**src/rtl/adder_arbiter.sv**
```systemverilog
// adder_arbiter: round-robin sharing of one W-bit add/subtract unit among N requesters,
// with results returned tagged by requester ID through a one-entry response register.
module adder_arbiter #(
    parameter int N   = 4,
    parameter int W   = 8,
    parameter int IDW = 2
) (
    input  logic           clk,
    input  logic           reset,
    input  logic [N-1:0]   req_valid,
    output logic [N-1:0]   req_ready,
    input  logic [N-1:0]   req_op,
    input  logic [N*W-1:0] req_a,
    input  logic [N*W-1:0] req_b,
    output logic           rsp_valid,
    input  logic           rsp_ready,
    output logic [W-1:0]   rsp_data,
    output logic [IDW-1:0] rsp_id,
    output logic           rsp_op
);
    typedef enum logic {EMPTY, FULL} state_t;
    state_t         state_q, state_d;
    logic [W-1:0]   data_q, data_d;
    logic [IDW-1:0] id_q, id_d, ptr_q, ptr_d;
    logic           op_q, op_d;
    logic [IDW-1:0] gnt, idx;
    logic           found, accept, op;
    logic [W-1:0]   a, b;
    // first valid requester at or after ptr_q, wrapping modulo N
    always_comb begin
        found = 1'b0;
        gnt = '0;
        idx = '0;
        for (int k = 0; k < N; k++) begin
            idx = IDW'((int'(ptr_q) + k) % N);
            if (!found && req_valid[idx]) begin
                found = 1'b1;
                gnt = idx;
            end
        end
    end
    always_comb begin
        a = '0;
        b = '0;
        op = 1'b0;
        for (int k = 0; k < N; k++) begin
            if (IDW'(k) == gnt) begin
                a = req_a[k*W +: W];
                b = req_b[k*W +: W];
                op = req_op[k];
            end
        end
    end
    always_comb begin
        accept = (state_q == EMPTY || rsp_ready) && found;
        req_ready = accept ? N'(1) << gnt : '0;
        state_d = accept ? FULL : (rsp_ready ? EMPTY : state_q);
        data_d = accept ? (op ? b - a : a + b) : data_q;
        id_d = accept ? gnt : id_q;
        op_d = accept ? op : op_q;
        ptr_d = accept ? (gnt == IDW'(N - 1) ? '0 : gnt + 1'b1) : ptr_q;
    end
    always_ff @(posedge clk or posedge reset) begin
        if (reset) begin
            state_q <= EMPTY;
            data_q <= '0;
            id_q <= '0;
            op_q <= 1'b0;
            ptr_q <= '0;
        end else begin
            state_q <= state_d;
            data_q <= data_d;
            id_q <= id_d;
            op_q <= op_d;
            ptr_q <= ptr_d;
        end
    end
    assign rsp_valid = (state_q == FULL);
    assign rsp_data = data_q;
    assign rsp_id = id_q;
    assign rsp_op = op_q;
endmodule

```
**config.mk**
```make
export PLATFORM = sky130hd
export DESIGN_NAME = adder_arbiter
export DESIGN_NICKNAME = d
export VERILOG_FILES = /design/src/rtl/adder_arbiter.sv
export SDC_FILE = /design/constraint.sdc
export NUM_CORES = 1
export LEC_CHECK = 0
export CAP_MARGIN = 20
export CORE_ASPECT_RATIO = 2
export CORE_MARGIN = 3
export CORE_UTILIZATION = 41
export CTS_CLUSTER_SIZE = 24
export DETAILED_ROUTE_END_ITERATION = 12
export GPL_ROUTABILITY_DRIVEN = 0
export PLACE_DENSITY_LB_ADDON = 0.3
export SLEW_MARGIN = 25
export SYNTH_ARGS = -nofsm -noshare
export SYNTH_HDL_FRONTEND = slang
export SYNTH_SLANG_ARGS = --single-unit
export TNS_END_PERCENT = 50
```
**constraint.sdc**
```tcl
create_clock -name clk -period 4.15 [get_ports clk]
set_input_delay 0.83 -clock clk [delete_from_list [all_inputs] [get_ports clk]]
set_output_delay 0.83 -clock clk [all_outputs]
set_load 0.01 [all_outputs]
```
# Word-level counts from Yosys, hierarchy flattened
# Index checks and enable logic that the tools add are counted.
op_classes:
  add_sub_neg: 6
  multipliers: 0
  div_mod_pow: 0
  n_lt_le_gt_ge: 4
  eq_ne: 4
  shift: 1
  mux: 33
  bitwise: 1
  n_reduce_logical: 10
ops:
  columns: ["op", "count"]
  rows:
  - ["$mux W8", 9]
  - ["$mux W1", 14]
  - ["$lt A2 B3 Y1 const B", 4]
  - ["$mux W2", 5]
  - ["$add A8 B8 Y8", 1]
  - ["$bmux W1 S2", 4]
  - ["$sub A8 B8 Y8", 1]
  - ["$add A2 B1 Y2 const B", 2]
  - ["$add A2 B2 Y2 const B", 2]
  - ["$eq A2 B2 Y1 const A", 2]
  - ["$logic_and A1 B1 Y1", 4]
  - ["$mux W4", 1]
  - ["$shl A1 B2 Y4 const A", 1]
  - ["$logic_not A1 Y1", 3]
  - ["$eq A1 B2 Y1 const A", 1]
  - ["$eq A2 B2 Y1 const B", 1]
  - ["$logic_not A2 Y1", 1]
  - ["$reduce_bool A2 Y1", 1]
  - ["$logic_or A1 B1 Y1", 1]
  - ["$not A1 Y1", 1]
totals:
  reg_bits: 14
  latchBits: 0
  mem_bits_rw: 0
  romBits: 0
  in_bits: 75
  output_inout_bits: 16
  mem_count: 0

# Depth between registers and ports, before layout
# Gate-level depths: netlist of the first run.
logic_depth:
  ltp_word: 19
  mapped_depth: 24

# Worst setup path before layout of the first run
# OpenSTA, ideal clock, no wires.
synth_timing:
  path_type: "in2reg"
  startpoint: "input req_valid[0]"
  endpoint: "register data_q[7] (netlist: rsp_data[7])"
  setup_time_ps: 131
  arrival_ps: 4137
  path_slack_ps: -117
  path_stages: 22
  path_cell_list: "inv_1 nor2_1 a21oi_1 nor2_1 a221oi_1 and2_1 inv_1 ha_1 or2_1 clkbuf_1 o21ai_0 ha_1 mux2_2 inv_1 ha_1 nor2b_1 o21ai_0 a21boi_0 o21ai_0 a21oi_1 xnor2_1 o21ai_1"
synth_via:
  elab_chain_cells: 19
synth_rtl:
  columns: ["element", "line", "text"]
  rows:
  - ["start: declaration", "10", "input logic [N-1:0] req_valid,"]
  - ["$bmux W1 S2", "36", "if (!found && req_valid[idx]) begin"]
  - ["$mux W1 (implied by the code)", "36", null]
  - ["$mux W1", "36", null]
  - ["$logic_not A1 Y1", "36", null]
  - ["$logic_and A1 B1 Y1", "36", null]
  - ["$mux W1", "36", null]
  - ["$logic_not A1 Y1", "36", null]
  - ["$logic_and A1 B1 Y1", "36", null]
  - ["$mux W1", "36", null]
  - ["$logic_not A1 Y1", "36", null]
  - ["$logic_and A1 B1 Y1", "36", null]
  - ["$mux W2 *", "36", null]
  - ["named net gnt[0]", "26", "logic [IDW-1:0] gnt, idx;"]
  - ["$logic_not A2 Y1", "47", "if (IDW'(k) == gnt) begin"]
  - ["$mux W8 (4 in series)", "47", null]
  - ["$add A8 B8 Y8 or $sub A8 B8 Y8 (tied branches)", "58", "data_d = accept ? (op ? b - a : a + b) : data_q;"]
  - ["$mux W8 *", "58", null]
  - ["end signal: assignment", "72", "data_q <= data_d;"]
  - ["end: declaration", "23", "logic [W-1:0] data_q, data_d;"]
# Mark *: on every way through the listed nets, which the timed path passes. The rest lies on a longest branch. The select of a mux whose other input is x is not followed.
# A chain may end at the register's enable or synchronous reset.

# Worst setup path after layout of the first run
layout_timing:
  startpoint: "input req_valid[0]"
  endpoint: "register data_q[6] (netlist: rsp_data[6])"
# Same word-level chain as after synthesis.

==> run_results.csv, run 1 <==
group,metric,value,unit
outcome,run_status,"finished with violations",
outcome,violations,"setup timing",
logic_synthesis,synth-simple-area-share,0.3086,
floorplan,die_w,53.12,um
logic_synthesis,synth_seq_cells,14,
logic_synthesis,synth_edf_count,0,
setup_path,cp-start-kind,"input port",
place,pre_cts_slack,-0.8047,ns
pwr,post-layout-total-power,3.458,mW
sta,max_slew.worst_pin.slew,0.5221,ns
grt,first_global_vias,2665,
clock_network,ctsHtreeMaxLevel,1,
worst_hold_path,hold-path-endpoint,"rsp_data[1]",
drt,vias,2639,
sta,min_period_over_period,1.033,
sta,rsz_0062_raised_after_global_routing,"yes",
logic_synthesis,proportion_of_synthesized_chip_area_in_sequential_cells,0.1924,
cells_and_area,final-seq-area,350.3,um^2
setup_path,worstSetupPathType,"input port to register",
logic_synthesis,syn_area_per_cell,7.341,um^2
logic_synthesis,postSynth.topFlopCell,"sky130_fd_sc_hd__dfrtp_1",
drt,wirelength,8.677,mm
floorplan,placement_rows,33,
place,hpwl,5.151,mm
floorplan,die_area,0.005324,mm^2
cells_and_area,synthToLayoutAreaGrowth,98.42,%
logic_synthesis,synth.cell_area,0.001820,mm^2
drt,via_per_inst,5.826,
sta,timing.hold.ws,0.4793,ns
logic_synthesis,syn_nets,336,
pwr,p_sw_frac,0.4468,
clock_network,tritoncts_num_sinks,14,
clock_network,numCtsBuffers,3,
drt,drtAntennaViolNets,0,
pwr,static-leakage-power,1.596,nW
clock_network,cts_max_path_buffers,2,
sta,setup_violations,1,
floorplan,floorplan.core_area,0.004170,mm^2
clock_network,ctsRootBufferMaster,"sky130_fd_sc_hd__clkbuf_8",
setup_path,worst-r2r-cell-count,21,
sta,final.setup.worst_slack,-0.1386,ns
cells_and_area,fin_cells,453,
drt,detail_route.first_pass.iterations,4,
cells_and_area,drive_above_1_share,0.3392,
drt,avgRoutedWirePerCell,19.15,um
sta,fmax,233.2,MHz
pwr,power_frac_comb,0.889,
setup_path,r2r-end,"rsp_data[6]",
pwr,power.sequential.fraction,0.073,
place,portBuffers,90,
cells_and_area,antenna_diode_instance_count,0,
setup_path,endpoint_kind,"register",
pwr,p_int,1.913,mW
pwr,clock_power_share,0.038,
logic_synthesis,postSynthCellCount,248,
floorplan,floorplan.io_pins,91,
sta,final.setup_skew,0.005553,ns
setup_path,r2r_slack,0.02,ns
setup_path,r2r-start,"ptr_q[0]",
setup_path,slowest_cell_on_the_critical_path,"sky130_fd_sc_hd__ha_1",
worst_hold_path,hold_path_startpoint,"rsp_data[1]",
sta,final_period_minus_worst_setup_slack,4.289,ns
grt,grt_pass1_wl,11.50,mm
grt,initial_antenna_violation_count,0,
worst_hold_path,timing.hold.worst_path_depth,2,
sta,maxSlewViolCount,0,
clock_network,cts_hold_buffers,0,
place,placed_instances,424,
floorplan,start_util,0.4365,
sta,relSlewSlack,0.6515,
logic_synthesis,fraction_of_synthesis_flops_using_an_asynchronous_set_or_reset_pin,1.000,
logic_synthesis,synth_compound_area_frac,0.2742,
logic_synthesis,synth_adder_area_share,0.09347,
clock_network,tritoncts,"done",
setup_path,worstPathMaxFanout,7,
cells_and_area,fill_cells,212,
pwr,peakVddDrop,0.0007373,V
logic_synthesis,synth_warnings,0,
pwr,power_switching,1.545,mW
pwr,p_per_area,957.2,mW/mm^2
cells_and_area,multi_input_gate_area_in_the_final_layout,0.001572,mm^2
floorplan,die_y,100.2,um
setup_path,cp.required,4.27,ns
setup_path,crit_chain,"buf_8 > inv_6 > nor2_4 > a21oi_2 > nor2_1 > a221oi_2 > and2_4 > inv_4 > ha_4 > buf_12 > a21oi_2 > o21ai_0 > a22o_2 > buf_4 > a21oi_1 > xnor2_1 > ha_1 > o21ai_0 > nand2b_1 > a21o_1 > a21oi_1 > xor2_1 > o21ai_1",
grt,globalRouteTotalUtil,0.2879,
setup_path,critical-path-max-stage-delay,0.32,ns
setup_path,timing.critical_path.arrival,4.41,ns
logic_synthesis,muxShareOfSynthArea,0.006186,
worst_hold_path,hp-class,"register to register",
cells_and_area,mostFrequentLayoutCell,"sky130_fd_sc_hd__clkdlybuf4s50_1",
logic_synthesis,yosys.area_share.xor_xnor,0.05292,
grt,grt_start_max_net_pins,22,
logic_synthesis,dominant_combinational_cell_family_by_area_after_synthesis,"simple AND/OR/NAND/NOR gates",
job,max_cap_violations,0,
clock_network,worst_skew_pair.late_latency,0.25,ns
sta,final-hold-violation-count,0,
cells_and_area,mostFrequentLayoutCells,"sky130_fd_sc_hd__clkdlybuf4s50_1 (85), sky130_fd_sc_hd__buf_4 (63), sky130_fd_sc_hd__nand2_1 (40), sky130_fd_sc_hd__o21ai_0 (18), sky130_fd_sc_hd__nor2_1 (18)",
drt,drc,0,
drt,detail_route.iter0.violations,70,
clock_network,clkSlewWorstSetupHoldPaths,0.06,ns
cells_and_area,num-nets-final,490,
grt,globalRoute.totalOverflow,0,
logic_synthesis,synth_cell_type_count,55,
[cell type report]
class                      instances  area share
multi-input combinational        208      0.4351
inverter                          14     0.01732
sequential                        14     0.09699
clock buffer                       4     0.01524
tap                               52     0.01801
timing repair buffer             161      0.4174
[sequential cells by signal (all words and copies together) (netlist names)]
name	flops
rsp_data	8
ptr_q	2
rsp_valid	1
rsp_id	2
rsp_op	1
[critical path, delay by kind of cell]
family / cells / cell delay [ns]
buffers and inverters: 5 / 0.52
AND/OR/NAND/NOR: 4 / 0.48
AO/OA/AOI/OAI: 10 / 1.66
XOR/XNOR: 2 / 0.39
adder cells (fa/ha/maj): 2 / 0.52
[metal layers]
metal / part of all wire / vias up / track usage
met2: 0.56 / 148 / 0.5460
li1: - / 1190 / -
met4: 0.067 / 0 / 0.2028
met1: 0.32 / 1251 / 0.2626
met5: 0 / - / 0
met3: 0.045 / 50 / 0.03120
[per-stage QoR]
step	instance area, um^2	util	TNS (ns)
after floorplan	1828	-	0
after global placement	3085	0.7399	-3.464
after detailed placement	3085	0.7399	-4.170
after CTS	3369	0.8080	0
after global routing	3612	0.8662	-0.5671
final	3612	0.8662	-0.1386
[synth_stat cells, types with 4 or more instances]
master,number,area [um^2]
sky130_fd_sc_hd__a21oi_1,18,90.09
sky130_fd_sc_hd__xor2_1,7,61.31
sky130_fd_sc_hd__o22ai_1,5,31.28
sky130_fd_sc_hd__inv_1,13,48.80
sky130_fd_sc_hd__nand2_1,41,153.9
sky130_fd_sc_hd__nor2_1,22,82.58
sky130_fd_sc_hd__and2_1,4,25.02
sky130_fd_sc_hd__clkbuf_1,6,22.52
sky130_fd_sc_hd__ha_1,12,150.1
sky130_fd_sc_hd__o21ai_0,24,120.1
sky130_fd_sc_hd__and3_1,4,25.02
sky130_fd_sc_hd__xnor2_1,4,35.03
sky130_fd_sc_hd__nor3b_2,4,50.05
sky130_fd_sc_hd__nor2b_1,4,25.02
sky130_fd_sc_hd__nand3_1,4,20.02
sky130_fd_sc_hd__dfrtp_1,14,350.3
sky130_fd_sc_hd__a22oi_1,5,37.54
[worst max path at each step]
stage / slack, ns / start / to / cells after the start
after floorplan: 0.03 / req_valid[0] / rsp_data[7] / 23
after global placement: -0.69 / req_valid[1] / rsp_data[7] / 22
after detailed placement: -0.80 / req_valid[1] / rsp_data[5] / 23
after CTS: 0.01 / req_valid[1] / rsp_data[7] / 22
after global routing: -0.28 / req_valid[0] / rsp_data[6] / 23
final: -0.14 / req_valid[0] / rsp_data[6] / 23
[power groups by stage]
stage | logic, mW | registers [mW] | clock network (mW)
floorplan | 1.32 | 0.264 | 0
global placement | 2.20 | 0.242 | 0
detailed placement | 2.26 | 0.244 | 0
CTS | 2.50 | 0.245 | 0.129
global route | 3.30 | 0.257 | 0.137
finish | 3.07 | 0.252 | 0.133
[kinds of logic (layout without fill, tap and decap cells)]
logic type,count (synthesis),in the layout
compound gates,77,77
xor+xnor,11,11
fa+ha+maj,13,13
buf+inv,26,179
flops,14,14
mux,1,1
simple gates,106,106
[timing repair]
item,in CTS,in global routing
cloned,1,0
pin swaps,13,20
setup buffers,13,11
gates resized for setup,33,58
endpoints found under the setup margin,7,5
Power figures use the tool's default switching activity.
==> run 2: changes to the inputs <==
Settings changed: SLEW_MARGIN 25 to 20.
==> results of run 2 <==
Same layout as run 1: the final DEF is identical, and so are final timing and power.
